### src/rtl/countdown_pkg.sv
// -----------------------------------------------------------------------------
// countdown_pkg
// Shared definitions for the two-digit countdown controller:
//   - state_t     : controller states (IDLE, RUN, PAUSED, EXPIRED)
//   - COUNT_W     : width of the displayed count (7 bits, 0..99)
//   - MAX_COUNT   : largest displayable count (99)
//   - clamp_count : saturates a raw load value to MAX_COUNT
// -----------------------------------------------------------------------------
package countdown_pkg;

    localparam int COUNT_W = 7;
    localparam logic [COUNT_W-1:0] MAX_COUNT = 7'd99;

    typedef enum logic [1:0] {
        IDLE    = 2'd0,
        RUN     = 2'd1,
        PAUSED  = 2'd2,
        EXPIRED = 2'd3
    } state_t;

    function automatic logic [COUNT_W-1:0] clamp_count(input logic [COUNT_W-1:0] value);
        return (value > MAX_COUNT) ? MAX_COUNT : value;
    endfunction

endpackage

### src/rtl/tick_prescaler.sv
// -----------------------------------------------------------------------------
// tick_prescaler
// Free-running modulo-TICK_CYCLES counter that produces the countdown tick.
// Ports:
//   clk    in  system clock
//   rst_n  in  synchronous active-low reset
//   clear  in  force the count back to 0 (wins over enable)
//   enable in  advance the count; the count is held while low
//   tick   out one-cycle pulse while enabled at the terminal count; the
//              count wraps to 0 on that same edge
// -----------------------------------------------------------------------------
module tick_prescaler #(
    parameter int TICK_CYCLES = 50_000_000
) (
    input  logic clk,
    input  logic rst_n,
    input  logic clear,
    input  logic enable,
    output logic tick
);

    localparam int CW = $clog2(TICK_CYCLES);
    localparam logic [CW-1:0] TERMINAL = CW'(TICK_CYCLES - 1);

    logic [CW-1:0] r_count;
    logic          w_at_terminal;

    assign w_at_terminal = (r_count == TERMINAL);

    always_ff @(posedge clk) begin
        if (!rst_n) begin
            r_count <= '0;
        end else if (clear) begin
            r_count <= '0;
        end else if (enable) begin
            r_count <= w_at_terminal ? '0 : r_count + CW'(1);
        end
    end

    // Combinational from the registered count, so the controller decrements
    // on the very edge at which the count wraps.
    assign tick = enable && w_at_terminal;

endmodule

### src/rtl/countdown_ctrl.sv
// -----------------------------------------------------------------------------
// countdown_ctrl
// Sequencing controller for the two-digit countdown display. Holds a 0..99
// count, decrements it once per prescaled tick while running, supports
// load/start/pause and flags expiry. Input priority in every state is
// load > pause > start.
//
// Configuration macro: BLINK_ON_EXPIRY_EN
//   defined   : in EXPIRED, blank toggles every BLINK_CYCLES cycles starting
//               at 0 on entry; blank is 0 in every other state.
//   undefined : blank is tied 0 and no blink counter exists.
//
// Ports:
//   clk           in   system clock, rising edge
//   rst_n         in   synchronous active-low reset
//   load          in   pulse: capture min(load_value, 99), go IDLE
//   load_value    in   7-bit start value
//   start         in   pulse: begin (IDLE, count != 0) or resume (PAUSED)
//   pause         in   pulse: freeze counting (RUN only)
//   number        out  current count 0..99 (registered)
//   running       out  high in RUN (registered)
//   expired       out  high in EXPIRED (registered)
//   expired_pulse out  one-cycle pulse on entry to EXPIRED (registered)
//   blank         out  segment blanking request (registered)
//   state_dbg     out  current controller state, for observation
//
// Handshake: all control inputs are single-cycle pulses sampled on the rising
// edge; there is no back-pressure, every pulse is acted on (or ignored per
// state) on the edge where it is high.
// -----------------------------------------------------------------------------
module countdown_ctrl
    import countdown_pkg::*;
#(
    parameter int TICK_CYCLES  = 50_000_000,
    parameter int BLINK_CYCLES = 12_500_000
) (
    input  logic               clk,
    input  logic               rst_n,
    input  logic               load,
    input  logic [COUNT_W-1:0] load_value,
    input  logic               start,
    input  logic               pause,
    output logic [COUNT_W-1:0] number,
    output logic               running,
    output logic               expired,
    output logic               expired_pulse,
    output logic               blank,
    output state_t             state_dbg
);

    // Reject illegal parameterisations at elaboration.
    if (TICK_CYCLES < 2) begin : g_bad_tick
        $error("countdown_ctrl: TICK_CYCLES must be >= 2");
    end
    if (BLINK_CYCLES < 1) begin : g_bad_blink
        $error("countdown_ctrl: BLINK_CYCLES must be >= 1");
    end

    state_t             r_state;
    state_t             w_state_nxt;
    logic [COUNT_W-1:0] r_number;
    logic [COUNT_W-1:0] w_number_nxt;
    logic               r_running;
    logic               r_expired;
    logic               r_expired_pulse;
    logic               w_pulse_nxt;
    logic               w_presc_clear;
    logic               w_presc_enable;
    logic               w_tick;

    // The prescaler runs only while the registered state is RUN; a pause
    // seen in RUN still lets that edge count, which keeps pause/resume free
    // of extra cycles.
    assign w_presc_enable = (r_state == RUN);

    tick_prescaler #(
        .TICK_CYCLES (TICK_CYCLES)
    ) u_prescaler (
        .clk    (clk),
        .rst_n  (rst_n),
        .clear  (w_presc_clear),
        .enable (w_presc_enable),
        .tick   (w_tick)
    );

    always_comb begin
        w_state_nxt   = r_state;
        w_number_nxt  = r_number;
        w_presc_clear = 1'b0;
        w_pulse_nxt   = 1'b0;

        if (load) begin
            w_number_nxt  = clamp_count(load_value);
            w_presc_clear = 1'b1;
            w_state_nxt   = IDLE;
        end else begin
            case (r_state)
                IDLE: begin
                    if (!pause && start && (r_number != '0)) begin
                        w_state_nxt   = RUN;
                        w_presc_clear = 1'b1;
                    end
                end
                RUN: begin
                    // A tick coinciding with pause still decrements; reaching
                    // zero wins over pausing.
                    if (w_tick) begin
                        w_number_nxt = r_number - COUNT_W'(1);
                        if (r_number == COUNT_W'(1)) begin
                            w_state_nxt = EXPIRED;
                            w_pulse_nxt = 1'b1;
                        end else if (pause) begin
                            w_state_nxt = PAUSED;
                        end
                    end else if (pause) begin
                        w_state_nxt = PAUSED;
                    end
                end
                PAUSED: begin
                    if (!pause && start) begin
                        w_state_nxt = RUN;
                    end
                end
                EXPIRED: begin
                    w_state_nxt = EXPIRED;
                end
                default: begin
                    w_state_nxt = IDLE;
                end
            endcase
        end
    end

    always_ff @(posedge clk) begin
        if (!rst_n) begin
            r_state         <= IDLE;
            r_number        <= '0;
            r_running       <= 1'b0;
            r_expired       <= 1'b0;
            r_expired_pulse <= 1'b0;
        end else begin
            r_state         <= w_state_nxt;
            r_number        <= w_number_nxt;
            r_running       <= (w_state_nxt == RUN);
            r_expired       <= (w_state_nxt == EXPIRED);
            r_expired_pulse <= w_pulse_nxt;
        end
    end

`ifdef BLINK_ON_EXPIRY_EN
    localparam int BW = (BLINK_CYCLES > 1) ? $clog2(BLINK_CYCLES) : 1;
    localparam logic [BW-1:0] BLINK_TERMINAL = BW'(BLINK_CYCLES - 1);

    logic [BW-1:0] r_blink_cnt;
    logic          r_blank;

    // Counting only while staying in EXPIRED; entry, exit and every other
    // state hold the counter and blank at 0, so each expiry starts unblanked.
    always_ff @(posedge clk) begin
        if (!rst_n) begin
            r_blink_cnt <= '0;
            r_blank     <= 1'b0;
        end else if ((r_state == EXPIRED) && (w_state_nxt == EXPIRED)) begin
            if (r_blink_cnt == BLINK_TERMINAL) begin
                r_blink_cnt <= '0;
                r_blank     <= ~r_blank;
            end else begin
                r_blink_cnt <= r_blink_cnt + BW'(1);
            end
        end else begin
            r_blink_cnt <= '0;
            r_blank     <= 1'b0;
        end
    end

    assign blank = r_blank;
`else
    assign blank = 1'b0;
`endif

    assign number        = r_number;
    assign running       = r_running;
    assign expired       = r_expired;
    assign expired_pulse = r_expired_pulse;
    assign state_dbg     = r_state;

endmodule

### config.mk
export PLATFORM = sky130hd
export DESIGN_NAME = countdown_ctrl
export DESIGN_NICKNAME = d
export VERILOG_FILES = /design/src/rtl/countdown_pkg.sv /design/src/rtl/tick_prescaler.sv /design/src/rtl/countdown_ctrl.sv
export SDC_FILE = /design/constraint.sdc
export NUM_CORES = 1
export LEC_CHECK = 0
export ABC_AREA = 1
export CAP_MARGIN = 20
export CELL_PAD_IN_SITES_DETAIL_PLACEMENT = 2
export CELL_PAD_IN_SITES_GLOBAL_PLACEMENT = 2
export CORE_ASPECT_RATIO = 0.9
export CORE_MARGIN = 4
export CORE_UTILIZATION = 37
export DETAILED_ROUTE_END_ITERATION = 8
export DONT_BUFFER_PORTS = 1
export PLACE_DENSITY = 0.89
export SLEW_MARGIN = 40
export SYNTH_ARGS = -nofsm -noshare
export SYNTH_HDL_FRONTEND = slang
export SYNTH_HIERARCHICAL = 1
export SYNTH_SLANG_ARGS = --single-unit
### constraint.sdc
create_clock -name clk -period 3.9 [get_ports clk]
set_input_delay 0.585 -clock clk [delete_from_list [all_inputs] [get_ports clk]]
set_output_delay 0.585 -clock clk [all_outputs]
set_load 0.02 [all_outputs]
# --- After elaboration in Yosys (flattened, before gate mapping) ---
# Cells that the tools add are included.
classes:
  addsub: 2
  order_cmp: 1
  eq_ne: 7
  n_mux: 16
  n_bitwise: 3
  n_reduce_logical: 11
ops:
  columns: ["operator", "count"]
  rows:
  - ["$mux W7", 4]
  - ["$add A26 B1 Y26 const B", 1]
  - ["$eq A26 B26 Y1 const B", 1]
  - ["$mux W26", 1]
  - ["$mux W2", 6]
  - ["$pmux W2 S4", 1]
  - ["$eq A7 B1 Y1 const B", 1]
  - ["$gt A7 B7 Y1 const B", 1]
  - ["$reduce_bool A7 Y1", 1]
  - ["$sub A7 B1 Y7 const B", 1]
  - ["$eq A2 B2 Y1 const B", 3]
  - ["$eq A2 B1 Y1 const B", 2]
  - ["$mux W1", 4]
  - ["$reduce_bool A2 Y1", 2]
  - ["$reduce_or A4 Y1", 1]
  - ["$logic_and A1 B1 Y1", 3]
  - ["$not A1 Y1", 3]
  - ["$logic_not A2 Y1", 1]
  - ["$reduce_and A2 Y1", 1]
  - ["$reduce_or A2 Y1", 1]
  - ["$logic_not A1 Y1", 1]
totals:
  regBits: 38
  in_bits: 12
  out_inout_bits: 13
  word_cells: 46

# --- Longest topological paths before layout ---
# Gate-level depths: netlist of run 1.
logic_depth:
  ltp_word: 7
  mapped_depth: 13
  mapped_depth_nobuf: 12

# --- Modules after synthesis ---
# Netlist of run 1, hierarchy kept.
modules_own_cells:
  columns: ["mod", "n_inst", "cells_per_inst", "area_each_um2", "seq_area_each_um2"]
  rows:
  - ["tick_prescaler", 1, 259, 1624.1, 520.5]
  - ["countdown_ctrl", 1, 124, 775.7, 240.2]

# --- Worst setup path before layout of run 1 ---
# OpenSTA, ideal clock, no wires.
synth_path:
  kind: "register to register"
  from: "register r_state[0] (netlist: state_dbg[0])"
  to: "register r_number[0] (netlist: number[0])"
  t_arrival_ps: 1991
  t_required_ps: 3783
  path_slack_ps: 1792
  stages_incl_launch_ff: 13
  path_buffers: 1
  path_cell_list: "dfxtp_1 -> nand2_1 -> inv_1 -> buf_2 -> nand2_1 -> nor3_1 -> nand2_1 -> nor2_1 -> nand3_2 -> nor2_2 -> nand2_1 -> o21ai_0 -> nor2_1"
synth_via:
  elab_chain_len: 4
  elab_cells_between_ends: 5
  classes_between: "1 x eq/ne; 4 x reduce/logical"
synth_lines:
  columns: ["element", "line", "source"]
  rows:
  - ["start: declaration", "countdown_ctrl.sv:59", "state_t r_state;"]
  - ["start signal: assignment", "countdown_ctrl.sv:142", "r_state <= w_state_nxt;"]
  - ["$eq A2 B1 Y1", "countdown_ctrl.sv:74", "assign w_presc_enable = (r_state == RUN);"]
  - ["net w_presc_enable", "countdown_ctrl.sv:68", "logic w_presc_enable;"]
  - ["$logic_and A1 B1 Y1", "tick_prescaler.sv:42", "assign tick = enable && w_at_terminal;"]
  - ["net w_tick", "countdown_ctrl.sv:69", "logic w_tick;"]
  - ["$reduce_bool A2 Y1 (no source line)", null, null]
  - ["$reduce_and A2 Y1 (no source line)", null, null]
  - ["end signal: assignment", "countdown_ctrl.sv:143", "r_number <= w_number_nxt;"]
  - ["end: declaration", "countdown_ctrl.sv:61", "logic [COUNT_W-1:0] r_number;"]
# The timed path passes the listed nets, and every way through them passes these cells.
# A chain may end at the register's enable or synchronous reset.

# --- Final worst setup path of run 1 ---
# Ends and elaborated chain as after synthesis.

==> key figures, run 1 <==
Timing
  • Tmin final: 2.379 ns
  • Final Setup Violations: 0
  • Worst slew pin tran: 0.5339 ns
  • Final Hold Vio Count: 0
  • Final worst-path setup slack: 1.521 ns
  • Setup_tns: 0 ns
  • Fin crit share: 61.00%
  • Slew HR: 64.37%
  • Final slew viol count: 0
  • Worst Skew: 0.004313 ns
  • Max Fclk: 0.4203 GHz
  • Unrepaired setup endpoints after global routing: false

Drt
  • Wire per inst: 16.73 µm
  • Initial drt markers: 92
  • Post-DRT Antenna Nets: 0
  • Pre-Repair DR Iteration Count: 4
  • Drt total wl: 7896 µm
  • Vias post-DR: 2476
  • Number of vias per cell: 5.246
  • Residual DRC: 0

Worst hold path
  • Hold path cells: 2
  • WHS Endpoint: number[0]
  • Worst Min Path Start: rst_n
  • Hold/Removal Path Class: in2reg

Finish
  • Storage cell area: 760.7 µm²
  • Share of layout cells above drive strength 1: 8.052%
  • Fill count: 801
  • Multi-input logic area: 1388 µm²
  • ANT cells: 0
  • Nets: 400
  • Area growth syn-to-layout: 6.465%

Setup path
  • CP arrival: 2.59 ns
  • Critical Path Sink Type: flip-flop
  • FF-to-FF path depth: 12
  • RR Endpoint: number[0]
  • CP Class: reg2reg
  • FF-to-FF Start: state_dbg[0]
  • Crit Path Max Fanout: 16
  • Reg2Reg Setup Slack: 1.52 ns
  • CP Launch Type: flip-flop
  • CP required: 4.11 ns

Clock network
  • Clk_lat worst skew: 0.31 ns
  • Clock-pin slew on the worst setup and hold paths: 0.09 ns
  • Post-CTS setup buffers: 0
  • Clk Tree Root Cell: clkbuf_8
  • CTS Buffer Depth: 2
  • H-tree depth: 2
  • Cts hold-fix bufs: 0
  • Cts repair resizes: 0
  • Total CTS buffers: 5
  • CTS tree: built
  • Sink Count: 38

Synth
  • Sequential cell area fraction in the yosys report: 31.70%
  • Syn nets: 399
  • Register bit count reported by yosys: 38
  • Most used DFF post-synth: dfxtp_1
  • Syn avg cell area: 6.266 µm²
  • Post-synth ARST share: 0%
  • Synthesized area: 2400 µm²
  • Yosys cell types: 33
  • Cells after synthesis: 383
  • Synth Warn #: 6
  • EDFF count, synth: 0

GRT
  • Layer with the highest usage: met2
  • First-pass GRT wire length: 13550 µm
  • Vias in the first global route: 2734
  • Initial antenna violation count: 0
  • Largest net degree at the start of global routing: 17
  • Total track usage: 21.77%
  • GRT met3 Usage: 4.570%
  • Met1 usage: 25.04%
  • M2 GR Usage: 40.09%
  • Total grt overflow: 0

Floorplanning
  • Initial Utilization: 38.61%
  • Core area: 6216 µm²
  • Die X: 92.89 µm
  • Rows: 27
  • Number of I/O pins: 25
  • Area of the die: 7840 µm²
  • Die height: 84.40 µm

Pwr
  • Leakage power: 1.023 nW
  • Tot Pwr: 0.7868 mW
  • Cell Pwr Density: 308.0 nW/µm²
  • Worst VDD drop: 0.1625 mV

Placement
  • Pre-CTS setup slack: 1.541 ns
  • DP HPWL: 6123 µm
  • GPL Wtd Cong: 0.8435
  • # port buffers: 0

Status
  • Status: finished, final reports clean

Flow run
  • Max-cap violations: 0
==> where the power goes <==
part / switching, mW / internal [mW]
Clock: 0.167 / 0.143
Sequential: 0.0171 / 0.394
Combinational: 0.0459 / 0.0204
Total: 0.230 / 0.557
==> layout by cell type, fill, tap and decap left out, types with 2 or more instances in the layout <==
| cell type | instances |
|---|---|
| nor3_1 | 6 |
| nor2_1 | 71 |
| nor2_2 | 7 |
| clkbuf_8 | 6 |
| a21oi_1 | 10 |
| o21ai_0 | 7 |
| inv_2 | 3 |
| nand3_2 | 2 |
| xnor2_1 | 2 |
| o21ai_1 | 4 |
| inv_1 | 49 |
| dfxtp_1 | 38 |
| xor2_1 | 7 |
| nand3_1 | 31 |
| nand2_1 | 101 |
| a31oi_1 | 4 |
| nor2_4 | 5 |
| ha_1 | 4 |
| nand2_2 | 2 |
| nand4_1 | 11 |
| nor4_1 | 2 |
==> cell type report <==
cell class | instances | area share, %
Multi-Input combinational cell | 286 | 54.31
Clock buffer | 6 | 3.232
Tap cell | 87 | 4.261
Inverter | 52 | 7.640
Sequential cell | 38 | 29.77
Timing Repair Buffer | 1 | 0.2938
Clock inverter | 2 | 0.4897
==> through the flow <==
stage                     cell area [µm²]  hold slack (ns)  instances  util [%]
after floorplan                      2400           0.4830        383         -
after global placement               2460           0.5214        464     39.57
after detailed placement             2460           0.5405        464     39.57
after CTS                            2555           0.4081        472     41.10
after global routing                 2555           0.4231        472     41.10
final                                2555           0.4108        472     41.10
==> cells by family (layout without fill, tap and decap cells) <==
group / Yosys count / count (layout) / synth area share (%)
xor gates and xnor gates: 9 / 9 / 3.285
adders and majority gates: 4 / 4 / 2.086
muxes: 1 / 1 / 0.4171
and+or+nand+nor: 243 / 243 / 45.57
AOI/OAI and AO/OA: 28 / 28 / 6.309
DFF: 38 / 38 / 31.70
other: 1 / 1 / 0.1563
buffers and inverters: 59 / 61 / 10.48
==> Yosys cell counts (2+ instances only) <==
library cell  number  area share [%]
o21ai_1            4            0.83
o21ai_0            7             1.5
nor4_1             2            0.52
inv_1             49             7.7
ha_1               4             2.1
a21oi_1           10             2.1
xnor2_1            2            0.73
nor2_2             7             1.8
a31oi_1            4             1.0
nand2_2            2            0.52
nand3_2            2            0.83
dfxtp_1           38              32
buf_2              3            0.63
xor2_1             7             2.6
nand2_1          101              16
buf_6              3             1.4
nor3_1             6             1.3
nor2_1            71              11
nand4_1           11             2.9
nor2_4             5             2.3
inv_2              3            0.47
nand3_1           31             6.5
==> critical path, cell delays in order, from the launching register on <==
cell and delay (ns):
dfxtp_1 0.53, nand2_1 0.16, inv_1 0.09, buf_4 0.24, nand2_1 0.08, nor3_1 0.19, nand2_1 0.07, nor2_1 0.22
nand3_2 0.24, nor2_2 0.25, nand2_1 0.07, o21ai_0 0.08, nor2_1 0.06
==> how the worst max path moves through the flow <==
| stage | cells past startpoint | slack, ns | startpoint | end |
|---|---|---|---|---|
| after floorplan | 12 | 1.79 | state_dbg[0] | number[0] |
| after global placement | 12 | 1.68 | state_dbg[0] | number[0] |
| after detailed placement | 12 | 1.54 | state_dbg[0] | number[0] |
| after CTS | 12 | 1.48 | state_dbg[0] | number[0] |
| after global routing | 12 | 1.23 | state_dbg[0] | number[0] |
| final | 12 | 1.52 | state_dbg[0] | number[0] |
==> per-layer routing <==
| layer | wire, µm | share of wire [%] |
|---|---|---|
| met1 | 3338 | 42 |
| met4 | 114 | 1.4 |
| met2 | 4141 | 52 |
| met5 | 0 | 0 |
| met3 | 302 | 3.8 |
==> state kept, by name, summed over array words and instances (netlist names) <==
register / flops
u_prescaler/r_count: 26
number: 7
state_dbg: 2
expired: 1
expired_pulse: 1
running: 1
No activity file was read; power rests on OpenSTA's default activity.
==> inputs of run 2 (changes only) <==
Settings changed: CORE_UTILIZATION 37 to 31, PLACE_DENSITY 0.89 to 0.8.
Clock period 3.9 ns to 2.09 ns, I/O delays scaled along.
==> run 2 against run 1 <==
Compared with the run above: via count grew 0.81%; non-clock buffer count grew 17; worst hold slack lost 0.25 ns; die area grew 18%; worst setup slack lost 1.3 ns; first-iteration DRC count shrank 42%; sequential share of layout area shrank 2.0 points; largest cell class unchanged; fmax grew 28%; global-route usage shrank 3.4 points; cell count grew 5.5%; critical path depth is the same.
==> key figures, run 2 (same netlist as run 1, synthesis figures left out) <==
GRT
  • Vias in the first global route: 2787 (+1.9%)
  • First-pass GRT wire length: 13470 µm (-0.61%)
  • Total grt overflow: 0 (unchanged)
  • Total track usage: 18.34% (-3.4 points)
  • Largest net degree at the start of global routing: 16 (-1)
  • Initial antenna violation count: 0 (unchanged)

Clock network
  • H-tree depth: 2 (unchanged)
  • CTS tree: built
  • Clk_lat worst skew: 0.29 ns (-0.02 ns)
  • CTS Buffer Depth: 2 (unchanged)
  • Clk Tree Root Cell: clkbuf_8
  • Sink Count: 38 (unchanged)
  • Clock-pin slew on the worst setup and hold paths: 0.08 ns (about the same)
  • Total CTS buffers: 5 (unchanged)

Pwr
  • Pint: 1.055 mW (+89%)
  • Tot Pwr: 1.456 mW (+85%)
  • Worst VDD drop: 0.2995 mV (+84%)
  • Leakage power: 1.119 nW (+9.4%)
  • Sequential power share: 51.8% (-0.4 points)
  • Cell Pwr Density: 531.5 nW/µm² (+73%)
  • Gate power share: 10.9% (+2.5 points)
  • Sw Ratio: 27.54% (-1.7 points)
  • Clock share of power: 37.2% (-2.1 points)
  • Psw: 0.4009 mW (+74%)

Setup path
  • Slowest CP cell: dfxtp_1
  • Crit Path Max Fanout: 9 (-7)
  • Crit path top cell by count: nor2_4
  • Cells along the critical path: ha_1, inv_1, nor2_4, nand2_2, nor3_1, nand2_1, nor2_4, nand3_4, nor2_4, nand2_1, o21ai_0, nor2_1
  • CP Class: reg2reg
  • CP required: 2.28 ns (-1.83 ns)
  • CP arrival: 2.05 ns (-0.54 ns)
  • Critical Path Sink Type: flip-flop
  • CP Launch Type: flip-flop
  • Critical path's largest stage delay: 0.34 ns (-0.19 ns)

Finish
  • Final cell count without fillers: 498 (+5.5%)
  • Area growth syn-to-layout: 14.13%
  • Commonest non-fill, non-tap cell in the layout: nand2_1
  • Design area: 2739 µm² (+7.2%)
  • Fill count: 947 (+18%)
  • Flip-flop count of the largest register after layout: 26 (unchanged)
  • Nets: 417 (+4.3%)
  • Share of layout cells above drive strength 1: 12.44% (+4.4 points)
  • Top reg by flops: u_prescaler/r_count
  • ANT cells: 0 (unchanged)
  • Highest-count cells in the layout ignoring fill and taps: 101 x nand2_1, 70 x nor2_1, 49 x inv_1

Drt
  • Initial drt markers: 53 (-42%)
  • Wire per inst: 16.01 µm (-4.3%)
  • Number of vias per cell: 5.012 (-4.5%)
  • Post-DRT Antenna Nets: 0 (unchanged)
  • Vias post-DR: 2496 (+0.81%)
  • Drt total wl: 7974 µm (+0.99%)
  • Pre-Repair DR Iteration Count: 4 (unchanged)
  • Residual DRC: 0 (unchanged)

Placement
  • # port buffers: 0 (unchanged)
  • DP Cell Count: 488 (+5.2%)
  • Pre-CTS setup slack: 0.04369 ns (-1.498 ns)
  • GPL Wtd Cong: 0.7860 (-6.8%)
  • Post-DP Area: 2597 µm² (+5.6%)
  • DP HPWL: 6450 µm (+5.3%)

Timing
  • Final Setup Violations: 0 (unchanged)
  • Max Fclk: 0.5370 GHz (+28%)
  • Final slew viol count: 0 (unchanged)
  • Final Hold Vio Count: 0 (unchanged)
  • Fin crit share: 89.09% (+28 points)
  • Worst Skew: 0.01153 ns (+0.007213 ns)
  • Tmin final: 1.862 ns (-0.5171 ns)
  • Final worst-path setup slack: 0.2279 ns (-1.293 ns)
  • Unrepaired setup endpoints after global routing: false
  • Setup_tns: 0 ns (unchanged)

Floorplanning
  • Area of the die: 9215 µm² (+18%)
  • Number of I/O pins: 25 (unchanged)
  • Core area: 7545 µm² (+21%)
  • Die X: 100.7 µm (+8.5%)
  • Die height: 91.47 µm (+8.4%)
  • Initial Utilization: 31.81% (-6.8 points)
  • Rows: 30 (+11%)

Worst hold path
  • Hold/Removal Path Class: in2reg

Flow run
  • Max-cap violations: 0 (unchanged)

Status
  • Status: finished, final reports clean
## run 2: cell count changes in the layout (fill, tap and decap cells not counted), sizes merged
| cell | previous run | this run |
|---|---|---|
| clkbuf | 6 | 7 |
| clkinvlp | 1 | 0 |
| buf | 1 | 18 |
## run 2: critical path, delay by kind of cell, from the launching register on
| kind | cells | cell delay [ns] |
|---|---|---|
| adders and majority gates | 1 | 0.18 |
| AOI/OAI and AO/OA | 1 | 0.07 |
| and+or+nand+nor | 9 | 1.09 |
| buffers and inverters | 1 | 0.08 |
| DFF | 1 | 0.34 |
## run 2: per-stage QoR
step,util (%),hold slack [ns]
3_5_place_dp,34.43,0.4793
5_1_grt,36.30,0.1777
6_report,36.30,0.1607
2_1_floorplan,-,0.4448
3_3_place_gp,34.43,0.4557
4_1_cts,35.64,0.1675
## run 2: worst paths after layout
path | from | end | slack (ns) | depth (start not counted)
worst min-delay path | load | number[4] | 0.16 | 2
worst max register to register | u_prescaler/r_count[0] | number[0] | 0.23 | 12
worst min register to register | u_prescaler/r_count[25] | u_prescaler/r_count[25] | 0.55 | 2
worst max-delay path | u_prescaler/r_count[0] | number[0] | 0.23 | 12
## run 2: area by class of cell
class / count / area, µm² / area share (%)
Timing Repair Buffer: 18 / 151.4 / 5.528
Inverter: 52 / 195.2 / 7.127
Tap cell: 96 / 120.1 / 4.386
Multi-Input combinational cell: 286 / 1419 / 51.80
Sequential cell: 38 / 762.0 / 27.82
Clock inverter: 1 / 5.005 / 0.1827
Clock buffer: 7 / 86.33 / 3.152
## run 2: layer usage
layer | global-route usage [%] | up-vias | routed length, µm
li1 | - | 1232 | -
met1 | 23.58 | 1220 | 3610
met2 | 31.30 | 38 | 3956
met3 | 3.763 | 6 | 342
met4 | 3.928 | 0 | 65
met5 | 0 | - | 0
## run 2: what timing repair did
action	CTS	global route
buffers inserted	0	2
resized for setup	0	8
setup endpoints to repair	0	9
hold buffers	0	0
## run 2: power by group through the flow
stage	clock (mW)	sequential, mW	combinational (mW)
2_1_floorplan	0	0.779	0.101
3_3_place_gp	0	0.771	0.151
3_5_place_dp	0	0.772	0.158
4_1_cts	0.564	0.755	0.160
5_1_grt	0.592	0.757	0.179
6_report	0.542	0.755	0.159
==> inputs of run 3 (changes only) <==
Settings changed: CORE_UTILIZATION 31 to 27, DONT_BUFFER_PORTS 1 to unset, PLACE_DENSITY 0.8 to 0.78.
==> run 3 against run 2 <==
Compared with the run above: worst setup slack got worse by 0.12 ns; cell count increased by 8.0%; die area increased by 14%; design area increased by 8.5%; register-to-register slack got worse by 0.12 ns; wire length increased by 8.8%; core utilization decreased by 1.8 points; combinational power increased by 27%; clock skew decreased by 0.0030 ns; sequential share of layout area decreased by 2.2 points; fmax decreased by 5.9%; clock power increased by 16%; largest power group unchanged.
==> key figures, run 3 (same netlist as run 1, synthesis figures left out) <==
Setup path
  • Critical path's largest stage delay: 0.36 ns (+0.02 ns)
  • CP arrival: 2.16 ns (+0.11 ns)
  • Slowest CP cell: dfxtp_1
  • Cells along the critical path: ha_1, inv_1, nor2_4, nand2_2, nor3_2, nand2_1, nor2_4, nand3_4, nor2_4, nand2_1, o21ai_0, nor2_1
  • Critical Path Sink Type: flip-flop
  • CP Buf/Inv Count: 1 (unchanged)
  • CP Launch Type: flip-flop
  • CP required: 2.27 ns (about the same)
  • Crit path top cell by count: nor2_4
  • Family with the most delay on the worst path: simple AND/OR/NAND/NOR gates
  • Crit Path Max Fanout: 9 (unchanged)
  • CP Class: reg2reg

Timing
  • Final hold slack: 0.5441 ns (+0.3834 ns)
  • Tmin final: 1.979 ns (+0.1167 ns)
  • Final slew viol count: 0 (unchanged)
  • Max Fclk: 0.5054 GHz (-5.9%)
  • Final worst-path setup slack: 0.1112 ns (-0.1167 ns)
  • Worst Skew: 0.008507 ns (-0.003020 ns)
  • Fin crit share: 94.68% (+5.6 points)
  • Final Setup Violations: 0 (unchanged)
  • Final Hold Vio Count: 0 (unchanged)

Clock network
  • Cts hold-fix bufs: 0 (unchanged)
  • CTS Buffer Depth: 2 (unchanged)
  • H-tree depth: 2 (unchanged)
  • CTS tree: built
  • Total CTS buffers: 5 (unchanged)
  • Clk_lat worst skew: 0.29 ns (about the same)
  • Clock-pin slew on the worst setup and hold paths: 0.08 ns (about the same)
  • Clk Tree Root Cell: clkbuf_8
  • Sink Count: 38 (unchanged)

GRT
  • Total grt overflow: 0 (unchanged)
  • Vias in the first global route: 2782 (-0.18%)
  • First-pass GRT wire length: 14320 µm (+6.4%)
  • Total track usage: 16.95% (-1.4 points)
  • Largest net degree at the start of global routing: 16 (unchanged)
  • Initial antenna violation count: 0 (unchanged)

Pwr
  • Sw Ratio: 25.93% (-1.6 points)
  • Clock share of power: 39.8% (+2.6 points)
  • Pint: 1.175 mW (+11%)
  • Psw: 0.4111 mW (+2.6%)
  • Leakage power: 1.176 nW (+5.1%)
  • Gate power share: 12.7% (+1.8 points)
  • Sequential power share: 47.5% (-4.3 points)
  • Cell Pwr Density: 533.6 nW/µm² (+0.40%)
  • Worst VDD drop: 0.2194 mV (-27%)

Placement
  • Post-DP Area: 2806 µm² (+8.0%)
  • # port buffers: 23 (+23)
  • GPL Wtd Cong: 0.8103 (+3.1%)
  • DP Cell Count: 529 (+8.4%)
  • DP HPWL: 6835 µm (+6.0%)
  • Pre-CTS setup slack: 0.009551 ns (-0.03414 ns)

Finish
  • Highest-count cells in the layout ignoring fill and taps: 101 x nand2_1, 69 x nor2_1, 48 x inv_1
  • ANT cells: 0 (unchanged)
  • Area growth syn-to-layout: 23.83%
  • Commonest non-fill, non-tap cell in the layout: nand2_1
  • Design area: 2972 µm² (+8.5%)
  • Nets: 434 (+4.1%)
  • Final cell count without fillers: 538 (+8.0%)
  • Top reg by flops: u_prescaler/r_count
  • Fill count: 1064 (+12%)
  • Flip-flop count of the largest register after layout: 26 (unchanged)
  • Storage cell area: 762.0 µm² (unchanged)
  • Share of layout cells above drive strength 1: 10.98% (-1.5 points)
  • Multi-input logic area: 1431 µm² (+0.88%)
  • Util after Layout: 34.52% (-1.8 points)

Floorplanning
  • Initial Utilization: 27.88% (-3.9 points)
  • Area of the die: 10460 µm² (+14%)
  • Number of I/O pins: 25 (unchanged)
  • Core area: 8608 µm² (+14%)
  • Die X: 107.4 µm (+6.6%)
  • Die height: 97.44 µm (+6.5%)
  • Rows: 32 (+6.7%)

Drt
  • Initial drt markers: 74 (+40%)
  • Wire per inst: 16.13 µm (+0.71%)
  • Drt total wl: 8676 µm (+8.8%)
  • Residual DRC: 0 (unchanged)
  • Pre-Repair DR Iteration Count: 4 (unchanged)
  • Number of vias per cell: 4.827 (-3.7%)
  • Vias post-DR: 2597 (+4.0%)
  • Post-DRT Antenna Nets: 0 (unchanged)

Status
  • Status: finished, final reports clean

Flow run
  • Max-cap violations: 0 (unchanged)

Worst hold path
  • Hold/Removal Path Class: reg2reg
[run 3: worst paths after layout]
kind	end	cells past startpoint	slack [ns]	from
hold reg to reg	number[5]	2	0.54	number[5]
setup / recovery	number[0]	12	0.11	u_prescaler/r_count[1]
hold / removal	number[5]	2	0.54	number[5]
setup reg to reg	number[0]	12	0.11	u_prescaler/r_count[1]
[run 3: worst reg2reg max path, delay by kind of cell, from the launching register on]
family          cells  cell delay (ns)
compound gates      1             0.09
fa+ha+maj           1             0.18
buf+inv             1             0.07
flops               1             0.36
simple gates        9             1.17
[run 3: routing by layer]
metal / track usage [%] / wire length [µm]
met4: 3.398 / 81
met2: 28.09 / 4184
met3: 2.591 / 189
met1: 23.30 / 4221
met5: 0 / 0
[run 3: final cells by class]
type	count	area share, %
multi-input combinational	286	48.17
tap	119	5.011
clock inverter	1	1.011
clock buffer	7	2.568
inverter	52	6.568
sequential	38	25.64
timing repair buffer	35	11.03
[run 3: repair_timing]
item	in CTS	in global routing
pin swaps	0	3
setup endpoints to repair	1	38
resized for setup	1	12
buffers inserted	0	1
[run 3: power groups by stage]
stage          registers (mW)  logic, mW  clock network [mW]
2_1_floorplan           0.779      0.101                   0
3_3_place_gp            0.769      0.192                   0
3_5_place_dp            0.769      0.199                   0
4_1_cts                 0.752      0.200               0.650
5_1_grt                 0.756      0.225               0.681
6_report                0.753      0.202               0.631
[run 3: per-stage QoR]
step | power, mW | setup TNS (ns)
finish | 1.586 | 0
global placement | 0.9606 | 0
detailed placement | 0.9686 | 0
floorplan | 0.8804 | 0
global route | 1.662 | -0.08385
CTS | 1.603 | 0
